==> config.mk <==
export PLATFORM = sky130hd
export DESIGN_NAME = bus_drvr_fifo_bank
export DESIGN_NICKNAME = d
export VERILOG_FILES = /design/src/rtl/bus_drvr_fifo_bank.sv
export SDC_FILE = /design/constraint.sdc
export NUM_CORES = 1
export LEC_CHECK = 0
export CORE_UTILIZATION = 52
export CTS_CLUSTER_SIZE = 14
export DETAILED_ROUTE_END_ITERATION = 8
export MAX_ROUTING_LAYER = met4
export PLACE_DENSITY = 0.72
export RECOVER_POWER = 100
export SETUP_SLACK_MARGIN = 0.4
export SLEW_MARGIN = 40
export SYNTH_ARGS = -nofsm -noshare
export SYNTH_HDL_FRONTEND = slang
export SYNTH_SLANG_ARGS = --single-unit
==> constraint.sdc <==
create_clock -name clock -period 4.1 [get_ports clock]
set_clock_uncertainty 0.05 [all_clocks]
set_input_delay 0.82 -clock clock [delete_from_list [all_inputs] [get_ports clock]]
set_output_delay 0.82 -clock clock [all_outputs]
set_load 0.01 [all_outputs]
==> src/rtl/bus_drvr_fifo_bank.sv <==
// Bank of independent show-ahead FIFOs, one per (bus bit, driver) channel, c = b*drvrs + d.
// Optional per-channel saturating dropped-push counters: define BUS_FIFO_DROP_CNT_EN.
module bus_drvr_fifo_bank #(
    parameter int pckg_sz = 16,
    parameter int drvrs   = 4,
    parameter int bits    = 1,
    parameter int depth   = 8,
    localparam int NCH    = bits * drvrs,
    localparam int CW     = $clog2(depth + 1)
) (
    input  logic                   clock,
    input  logic                   reset,
    input  logic [NCH-1:0]         tb_push,
    input  logic [NCH*pckg_sz-1:0] tb_data,
    input  logic [NCH-1:0]         pop,
    input  logic                   clr_flags,
    output logic [NCH-1:0]         pndng,
    output logic [NCH*pckg_sz-1:0] D_pop,
    output logic [NCH-1:0]         full,
    output logic [NCH*CW-1:0]      count,
    output logic [NCH-1:0]         ovf,
`ifdef BUS_FIFO_DROP_CNT_EN
    output logic [NCH-1:0]         udf,
    output logic [NCH*8-1:0]       drop_cnt
`else
    output logic [NCH-1:0]         udf
`endif
);

    localparam int PW = $clog2(depth);

    function automatic logic [PW-1:0] ptr_inc(input logic [PW-1:0] p);
        return (p == PW'(depth - 1)) ? '0 : p + 1'b1;
    endfunction

    for (genvar c = 0; c < NCH; c++) begin : g_ch
        logic [pckg_sz-1:0] mem [depth];
        logic [PW-1:0]      wr_ptr, rd_ptr;
        logic [CW-1:0]      cnt;
        logic               ovf_r, udf_r;
        logic               is_full, is_empty;
        logic               do_push, do_pop, ovf_ev, udf_ev;

        // A pop on a full FIFO frees the slot the same-cycle push needs.
        always_comb begin
            is_full  = (cnt == CW'(depth));
            is_empty = (cnt == '0);
            do_pop   = pop[c] && !is_empty;
            do_push  = tb_push[c] && (!is_full || do_pop);
            ovf_ev   = tb_push[c] && is_full && !pop[c];
            udf_ev   = pop[c] && is_empty;
        end

        always_ff @(posedge clock) begin
            if (reset) begin
                wr_ptr <= '0;
                rd_ptr <= '0;
                cnt    <= '0;
                ovf_r  <= 1'b0;
                udf_r  <= 1'b0;
            end else begin
                if (do_push) wr_ptr <= ptr_inc(wr_ptr);
                if (do_pop)  rd_ptr <= ptr_inc(rd_ptr);
                if (do_push && !do_pop)      cnt <= cnt + 1'b1;
                else if (do_pop && !do_push) cnt <= cnt - 1'b1;
                // A new event in the clearing cycle survives the clear.
                ovf_r <= (clr_flags ? 1'b0 : ovf_r) | ovf_ev;
                udf_r <= (clr_flags ? 1'b0 : udf_r) | udf_ev;
            end
        end

        // Storage carries no reset; the empty mask keeps D_pop defined.
        always_ff @(posedge clock) begin
            if (!reset && do_push) mem[wr_ptr] <= tb_data[c*pckg_sz +: pckg_sz];
        end

        assign pndng[c]                   = !is_empty;
        assign full[c]                    = is_full;
        assign count[c*CW +: CW]          = cnt;
        assign ovf[c]                     = ovf_r;
        assign udf[c]                     = udf_r;
        assign D_pop[c*pckg_sz +: pckg_sz] = is_empty ? '0 : mem[rd_ptr];

`ifdef BUS_FIFO_DROP_CNT_EN
        logic [7:0] drop;

        always_ff @(posedge clock) begin
            if (reset) begin
                drop <= '0;
            end else if (clr_flags) begin
                drop <= ovf_ev ? 8'd1 : 8'd0;
            end else if (ovf_ev && drop != 8'hFF) begin
                drop <= drop + 1'b1;
            end
        end

        assign drop_cnt[c*8 +: 8] = drop;
`endif
    end

endmodule

==> reports/results.env, run 1 <==
ANTENNA_FOUND_INITIAL=5
PORT-BUFFER-COUNT=170
CTS_BUFFERS=55
START_UTIL=0.5323
TOTAL_NETS_AFTER_SYNTHESIS=1269
SYN_INST=1162
POST-LAYOUT-TOTAL-POWER_mW=15.37
WORST_SLACK_NS=0.3509
HOLD_CLASS='reg2reg'
DRT-PASS1-ITER-COUNT=5
P_LEAK_nW=8.693
YS_FF_LATCH=572
FINAL-MAX-SLEW-VIOLATION-COUNT=0
POSTSYNTHAREAPERCELL_UM2=19.39
DIE_X_UM=210.1
DRV.MAX_CAP_VIOLATION_COUNT=0
PLACEMENT.SETUP.WORST_SLACK_NS=0.6971
CPMAXSTAGEDELAYCELL='nor4_2'
IR_DROP_mV=0.4865
SYNTHSIMPLEGATEAREAFRAC=0.04915
YOSYSWARNINGCOUNT=0
LAYOUT_NETS=1497
SETUP-VIOLATIONS-FINAL=0
CLOCKBUFFERDEPTH=3
YS_DOMINANT_REG_CELL='edfxtp_1'
LAYOUT_MIN_CYCLE_TIME_NS=3.749
MAPPEDNETLISTAREA_UM2=22530
MAXCLOCKFREQUENCY_MHz=266.7
MAIN_COMBINATIONAL_CELL_FAMILY_BY_AREA_AFTER_SYNTHESIS='multiplexers'
POWERDENSITY_nW_PER_UM2=575.3
CRITICAL_PATH_ARRIVAL_NS=2.88
INSERTION_DELAY_NS=0.58
POST_SYNTH_FA_HA_MAJ_AREA_FRACTION=0.01910
FIN_CRIT_SH=0.9144
CP.REQUIRED_NS=3.23
DIE_H_UM=210.1
HOLD_VIOLATIONS=0
HOLD_BUFFERS=0
CTS-ROOT-BUF='clkbuf_16'
AREA.GROWTH.SYNTH_TO_FINAL_PCT=18.56
WORST_HOLD_SLACK_ACROSS_ALL_ENDPOINTS_NS=0.4303
SEQ_TOTAL_AREA_YOSYS=0.7358
HTREE_NUM_LEVELS=2
DRC=0
RUN_STATUS='finished clean'
GLOBAL_ROUTE.OVERFLOW_TOTAL=0
VIAS_PER_CELL=5.595
TIMING.CRITICAL_PATH.TO_TYPE='output port'
GP_ROUTABILITY_CONGESTION=0.7646
CRITICAL_PATH.MAX_STAGE_DELAY_NS=0.99
SYNTH_ASYNC_SR_FLOP_SHARE=0
SYNTH-COMPOUND-AREA-SHARE=0.01316
SYNTH_ENABLE_FLOP_CELLS=512
ROUTED_WL_UM=43250
DRT_ITER0_MARKERS=668
FINAL_CORE_UTILIZATION=0.6311
WORSTSETUPPATHTYPE='reg2out'
CRIT_PATH_CELL_TRACE='nor4_2 -> nor2_1 -> dlygate4sd3_1'
GRT_USAGE=0.2083
MAX_SLEW.WORST_PIN.SLEW_NS=1.446
DIE_AREA_UM2=44160
GRT_SETUP_UNREPAIRED='false'
DETAIL_ROUTE.WL_PER_CELL_UM=21.48
GRT_FIRST_PASS_WIRELENGTH_UM=66670
SYNTH.LIB_CELLS_USED.DISTINCT=39
WORST_SLEW_MARGIN_REL=0.03608
VIA_COUNT=11263
IOS=171
YOSYS-MUX-AREA-FRACTION=0.1633
DRT.ANTENNA.VIOLATING_NETS=0
TRITONCTS='done'
CRITICAL_PATH_BUF_INV_COUNT=1
CLKSINKCOUNT=572
PATH_DEPTH=3
WORST-R2R-CELL-COUNT=10
POST_ROUTE_CELLS_DRIVE_ABOVE_1_SHARE=0.1824
STARTPOINT_TYPE='flop'
SYNTHXORXNORAREAFRAC=0.003110
HOLDPATHSTAGES=2
SITE_ROWS=75
TIMING.CRITICAL_PATH.FANOUT_MAX=8
DP_HPWL_UM=25660
SETUP-TNS-FINAL_NS=0
CORE_AREA_UM2=42320
LARGEST_NET_DEGREE_AT_THE_START_OF_GLOBAL_ROUTING=33
CTS.REPORTEDPATHS.CLKPINSLEW_NS=0.06
PATH_DELAY_FAMILY='simple AND/OR/NAND/NOR gates'
NUMBER_OF_GLOBAL_ROUTE_VIAS_BEFORE_REPAIR=11744
## metal layers
layer | part of all wire | up-vias | wire [um] | track usage
met2 | 0.50 | 280 | 21670 | 0.3373
met5 | 0 | - | 0 | -
li1 | - | 5099 | - | -
met3 | 0.050 | 60 | 2181 | 0.03203
met4 | 0.022 | 0 | 969 | 0.07073
met1 | 0.43 | 5824 | 18420 | 0.2719
## Yosys cell counts (all sizes together) (6+ instances only)
cell type	number	area share
nor3	13	0.0029
a21oi	31	0.0071
buf	48	0.011
dfxtp	60	0.053
mux4	128	0.13
clkbuf	16	0.0027
ha	28	0.016
or4b	6	0.0033
mux2i	75	0.033
nor2b	11	0.0031
nor4	10	0.0054
or3	11	0.0031
o21ai	6	0.0037
edfxtp	512	0.68
nand2	28	0.0053
inv	16	0.0027
nor2	118	0.020
nand2b	8	0.0022
## layout by cell type, fill, tap and decap left out, drive strengths merged, types with 5 or more instances in the layout
| master | n |
|---|---|
| a21oi | 31 |
| buf | 22 |
| bufinv | 5 |
| clkbuf | 114 |
| clkdlybuf4s50 | 40 |
| clkinv | 19 |
| dfxtp | 60 |
| diode | 5 |
| dlygate4sd3 | 129 |
| edfxtp | 512 |
| ha | 28 |
| inv | 18 |
| mux2i | 75 |
| mux4 | 128 |
| nand2 | 28 |
| nand2b | 8 |
| nor2 | 118 |
| nor2b | 11 |
| nor3 | 13 |
| nor4 | 10 |
| o21ai | 6 |
| or3 | 11 |
| or4b | 6 |
## timing repair
item | in CTS | in global routing
setup endpoints to repair | 26 | 1
setup buffers | 0 | 7
resized for setup | 3 | 0
pin swaps | 0 | 0
## final timing paths
path,endpoint,start,slack (ns)
hold reg to reg,g_ch[2].rd_ptr[1],g_ch[2].rd_ptr[1],0.43
setup reg to reg,g_ch[2].cnt[3],g_ch[2].cnt[0],0.47
setup / recovery,D_pop[2],g_ch[0].cnt[0],0.35
hold / removal,g_ch[2].rd_ptr[1],g_ch[2].rd_ptr[1],0.43
## metrics by stage
step | instance area, um^2 | std cells
after floorplan | 22530 | 1162
after global placement | 25210 | 1903
after detailed placement | 25210 | 1903
after CTS | 26960 | 2001
after global routing | 26710 | 2013
final | 26710 | 2013
## worst min-delay path, cell delays in order, from the launching register on
cell,delay [ns]
dfxtp_1,0.31
nand2_1,0.05
a21oi_1,0.06
## cells by family after synthesis
logic type	count (synthesis)
compound gates	45
buf+inv	80
flops	572
mux	207
fa+ha+maj	32
xor+xnor	8
simple gates	218
## power breakdown
| group | switching [mW] | total [mW] | internal [mW] | leakage [nW] |
|---|---|---|---|---|
| clock | 2.03 | 4.88 | 2.84 | 0.846 |
| sequential | 0.234 | 6.82 | 6.59 | 5.12 |
| combinational | 1.75 | 3.66 | 1.92 | 2.73 |
| total | 4.02 | 15.4 | 11.3 | 8.69 |
## sequential cells by signal (all words and copies together) (netlist names), named ones only
register	count
g_ch.wr_ptr	12
g_ch.mem	512
g_ch.udf_r	4
g_ch.cnt	16
g_ch.rd_ptr	12
g_ch.ovf_r	4
## final cells by class
cell class	instances	area, um^2
timing repair buffer	235	2059
multi-input combinational	510	5532
inverter	16	60.06
sequential	572	16580
clock buffer	70	1475
antenna	5	12.51
tap	577	721.9
fill	3028	15610
clock inverter	28	264.0
(Power assumes the default switching activity.)
==> run 2, diff against run 1 <==
CAP_MARGIN = 20   (was default)
==> results of run 2 <==
Same layout as run 1: the final DEF is identical, and so are final timing and power.
